==> config.mk <==
export PLATFORM = sky130hd
export DESIGN_NAME = half_adder
export DESIGN_NICKNAME = d
export VERILOG_FILES = /design/src/rtl/half_adder.sv
export SDC_FILE = /design/constraint.sdc
export NUM_CORES = 1
export LEC_CHECK = 0
export ABC_AREA = 1
export BUFFER_PORTS_ARGS = -buffer_cell sky130_fd_sc_hd__clkbuf_2
export CAP_MARGIN = 20
export CELL_PAD_IN_SITES_DETAIL_PLACEMENT = 1
export CELL_PAD_IN_SITES_GLOBAL_PLACEMENT = 1
export CORE_AREA = 2 2 39 41
export CTS_CLUSTER_SIZE = 40
export DETAILED_ROUTE_END_ITERATION = 12
export DIE_AREA = 0 0 41 43
export PLACE_DENSITY = 0.34
export SETUP_SLACK_MARGIN = 0.1
export SYNTH_ARGS = -nofsm -noshare
export SYNTH_HDL_FRONTEND = slang
export SYNTH_SLANG_ARGS = --single-unit
==> constraint.sdc <==
create_clock -name clk -period 0.8 [get_ports clk]
set_clock_uncertainty 0.2 [all_clocks]
set_input_delay 0.04 -clock clk [delete_from_list [all_inputs] [get_ports clk]]
set_output_delay 0.04 -clock clk [all_outputs]
set_load 0.01 [all_outputs]
==> src/rtl/half_adder.sv <==
`timescale 1ns/1ps
// half_adder: registered per-lane half adder (s=a^b, c=a&b), optional carry counter under HALF_ADDER_STATS_EN.
// Latency: 1 cycle from an accepted sample (in_valid=1 at the edge) to s/c/out_valid.
// Backpressure: none; one sample accepted every cycle, s/c hold their value on idle cycles.
module half_adder #(
  parameter int WIDTH = 1,
  parameter int CNT_W = 16
) (
  input  logic             clk,
  input  logic             rst,
  input  logic             in_valid,
  input  logic [WIDTH-1:0] a,
  input  logic [WIDTH-1:0] b,
`ifdef HALF_ADDER_STATS_EN
  input  logic             stats_clr,
  output logic [CNT_W-1:0] carry_cnt,
`endif
  output logic             out_valid,
  output logic [WIDTH-1:0] s,
  output logic [WIDTH-1:0] c
);

  // Reject out-of-range parameters at elaboration
  if (WIDTH < 1 || WIDTH > 64 || CNT_W < 8 || CNT_W > 32) begin : g_bad_params
    $error("half_adder: WIDTH must be 1..64 and CNT_W 8..32");
  end

  logic             out_valid_d, out_valid_q;
  logic [WIDTH-1:0] s_d, s_q;
  logic [WIDTH-1:0] c_d, c_q;

  // Load sum/carry only on accepted samples, so idle-cycle X on a/b never reaches s/c
  always_comb begin
    out_valid_d = in_valid;
    s_d         = s_q;
    c_d         = c_q;
    if (in_valid) begin
      s_d = a ^ b;
      c_d = a & b;
    end
  end

  // Output registers, cleared immediately by reset
  always_ff @(posedge clk or posedge rst) begin
    if (rst) begin
      out_valid_q <= 1'b0;
      s_q         <= '0;
      c_q         <= '0;
    end else begin
      out_valid_q <= out_valid_d;
      s_q         <= s_d;
      c_q         <= c_d;
    end
  end

  assign out_valid = out_valid_q;
  assign s         = s_q;
  assign c         = c_q;

`ifdef HALF_ADDER_STATS_EN
  localparam int PC_W = $clog2(WIDTH + 1);
  localparam logic [CNT_W:0] CNT_MAX = {1'b0, {CNT_W{1'b1}}};

  logic [PC_W-1:0]  carry_pop;
  logic [CNT_W:0]   cnt_sum;
  logic [CNT_W-1:0] cnt_d, cnt_q;

  // Number of lanes generating a carry in the incoming sample
  always_comb begin
    carry_pop = '0;
    for (int i = 0; i < WIDTH; i++) begin
      carry_pop = carry_pop + PC_W'(a[i] & b[i]);
    end
  end

  // Saturating accumulate; a clear beats a coincident sample and discards its carries
  always_comb begin
    cnt_sum = {1'b0, cnt_q} + (CNT_W + 1)'(carry_pop);
    cnt_d   = cnt_q;
    if (stats_clr) begin
      cnt_d = '0;
    end else if (in_valid) begin
      cnt_d = (cnt_sum > CNT_MAX) ? {CNT_W{1'b1}} : cnt_sum[CNT_W-1:0];
    end
  end

  // Counter register, cleared immediately by reset
  always_ff @(posedge clk or posedge rst) begin
    if (rst) begin
      cnt_q <= '0;
    end else begin
      cnt_q <= cnt_d;
    end
  end

  assign carry_cnt = cnt_q;
`endif

endmodule

==> results.yml <==
sta:
  worst_slew_pin_slew_ns: 0.113
  final_max_slew_viol_count: 0
  max_freq_mhz: 1040
  hold_ws_ns: -0.224
  relSlewSlack_pct: 92.5
  grt_setup_unrepaired: "true"
  setup_viol: 5
  post-route-worst-setup-slack_ns: -0.162
  min_period_over_period_pct: 120
  totalNegativeSetupSlack_ns: -0.651
  hold_violations: 3
  finalCriticalPeriod_ns: 0.962
floorplan:
  die-height_um: 43
  num_io_pins: 8
  initial_core_utilization_pct: 8.50
  dieWidth_um: 41
  fp.coreArea_um2: 1380
  fp.dieArea_um2: 1760
  fp-row-count: 14
synthesis:
  synth_xor_xnor_area_share_pct: 0
  synth_commonest_cells: "sky130_fd_sc_hd__nand2_1 (6), sky130_fd_sc_hd__dfrtp_1 (3), sky130_fd_sc_hd__inv_1 (2)"
  post_synth_inst_count: 12
  postSynthAreaPerCell_um2: 9.80
  yosysMostFrequentCell: "sky130_fd_sc_hd__nand2_1"
  yosysSeqAreaShare_pct: 63.8
  post_synth_main_area_contributors: "sky130_fd_sc_hd__dfrtp_1 (64%), sky130_fd_sc_hd__nand2_1 (19%), sky130_fd_sc_hd__ha_1 (11%)"
  synth.largest_area_cell: "sky130_fd_sc_hd__dfrtp_1"
  synth_compound_gate_area_share_pct: 0
  post_synth_fa_ha_maj_area_fraction_pct: 10.6
  number_of_enable_flip_flop_cells_after_synthesis: 0
  yosys_warnings: 0
  ys_ff_latch: 3
  synth_simple_gate_area_share_pct: 19.1
  post_synth_instance_area_um2: 118
  synthArstFlopShare_pct: 100
  synthMuxAreaShare_pct: 0
  netlist.area_leader.share_pct: 63.8
  synth_top_flop_cell: "sky130_fd_sc_hd__dfrtp_1"
  synth_nets: 18
  yosysUniqueCellTypes: 4
  dominant_combinational_cell_family_by_area_after_synthesis: "simple AND/OR/NAND/NOR gates"
place:
  gp_congestion: 0.539
  buffer_ports.inserted: 7
  dp.cells: 35
  pre_cts_setup_slack_ns: -0.0420
cells_and_area:
  antenna_cells_inserted: 0
  synthToLayoutAreaGrowth_pct: 96.8
  stdcell_count: 42
  n_fill_cell: 172
  final_nets: 33
  drive_above_1_share_pct: 57.7
setup_path:
  critical-path-max-stage-delay_ns: 0.37
  timing.reg2reg.worst_path_depth: 3
  category_of_the_worst_setup_path_launch_point: "flop"
  critical_path_arrival_ns: 0.72
  crit_required_ns: 0.56
  cp_cell_sequence: "clkbuf_2"
  path_delay_family: "flip-flops"
  r2r_start: "s$_DFFE_PP0P_"
  critPathSlowestCell: "sky130_fd_sc_hd__dfrtp_1"
  setup.worst_path.end: "s"
  rrSetupSlack_ns: -0.11
  crit-reg2reg-capture: "s$_DFFE_PP0P_"
  worstPathMaxFanout: 2
  path_class: "flop to output pin"
  worstSetupStartpoint: "s$_DFFE_PP0P_"
  critical_path_buf_inv_count: 1
  critical_path_cell_count: 1
  type_of_element_capturing_the_critical_path: "output pin"
grt:
  grt_antenna_before_repair: 0
  wire_length_of_the_first_global_routing_pass_um: 434
  grt_pass1_vias: 117
  grtUsageTotal_pct: 4.22
  total_global_routing_overflow: 0
  grt_start_max_net_pins: 5
routing:
  drt-pass1-iter-count: 1
  vias_per_cell: 3.02
  detail-route-antenna-nets: 0
  detail_route.wirelength_um: 289
  detail_route.iter0.violations: 0
  detailed_route_via_count: 127
  drt-wirelength-per-cell_um: 6.88
  residual_drc_count: 0
clock_tree:
  num_cts_buffers: 3
  cts.reportedPaths.clkPinSlew_ns: 0.03
  clkLatencyLatePin_ns: 0.23
  htreeDepth: 1
  clkSinkCount: 3
  tritoncts: "yes"
  clk_root_buffer_cell: "sky130_fd_sc_hd__clkbuf_4"
  ctsHoldBuffers: 1
  max-clock-path-buffers: 2
pwr:
  power.density_nw_per_um2: 2170
  power_leakage_nw: 0.132
  power.combinational.fraction_pct: 14.8
  power.sequential.fraction_pct: 34.0
  share_clk_of_total_power_pct: 51.2
  cellInternalPower_uw: 391
  vdd_drop_max_uv: 328
  net-switching-power_uw: 111
  sw_ratio_pct: 22.1
hold_path:
  min_path_type: "primary input to flop"
run_status:
  violations_in_the_final_reports: "hold timing, setup timing"
  run_status: "finished, violations left"
run:
  cap_violations: 0
[worst min-delay path by stage]
| stage | slack (ns) | from | cells past startpoint | endpoint |
|---|---|---|---|---|
| 5_1_grt | -0.21 | in_valid | 1 | out_valid$_DFF_PP0_ |
| 6_report | -0.22 | in_valid | 1 | out_valid$_DFF_PP0_ |
| 3_3_place_gp | -0.31 | rst | 2 | out_valid$_DFF_PP0_ |
| 2_1_floorplan | -0.41 | rst | 1 | c$_DFFE_PP0P_ |
| 3_5_place_dp | -0.30 | rst | 2 | c$_DFFE_PP0P_ |
| 4_1_cts | -0.23 | in_valid | 1 | out_valid$_DFF_PP0_ |
[registers in the layout (all words and copies together) (netlist names)]
register / count
s: 1
c: 1
out_valid: 1
[per-layer routing]
layer	share of wire (%)	GRT usage, %	routed length [um]
met1	41	4.50	119
met2	39	4.06	114
met3	19	3.14	56
met4	0	6.00	0
met5	0	0	0
[metrics by stage]
step	power [mW]	util [%]	cell area, um^2
2_1_floorplan	0.194	-	118
3_3_place_gp	0.222	12.5	173
3_5_place_dp	0.223	12.5	173
4_1_cts	0.512	16.2	224
5_1_grt	0.536	16.7	231
6_report	0.502	16.7	231
[layout make-up]
cell class | count | area, um^2 | share of cell area [%]
clock buffer | 4 | 26.3 | 11.4
timing repair buffer | 10 | 60.1 | 25.9
inverter | 2 | 7.51 | 3.24
tap | 16 | 20.0 | 8.65
multi-input combinational | 7 | 42.5 | 18.4
sequential | 3 | 75.1 | 32.4
[kinds of logic (layout without fill, tap and decap cells)]
family,count (synthesis),count (layout)
AND/OR/NAND/NOR,6,6
flip-flops,3,3
buffers and inverters,2,16
adder cells (fa/ha/maj),1,1
[power groups by stage]
stage                     clock [mW]  combinational, mW  sequential [mW]
after floorplan                    0             0.0154            0.179
after global placement             0             0.0499            0.172
after detailed placement           0             0.0502            0.173
after CTS                      0.272             0.0691            0.171
after global routing           0.280             0.0848            0.172
final                          0.257             0.0741            0.171
[timing repair]
action,in CTS,in global routing
setup buffers,2,0
resized for setup,0,3
endpoints found under the hold margin,6,3
pin swaps,1,1
setup endpoints to repair,5,5
[cells in the final DEF, fill, tap and decap left out, drive strengths merged]
cell	count
clkbuf	11
inv	2
nand2	6
buf	2
dlygate4sd3	1
dfrtp	3
ha	1
(Power assumes the default switching activity.)
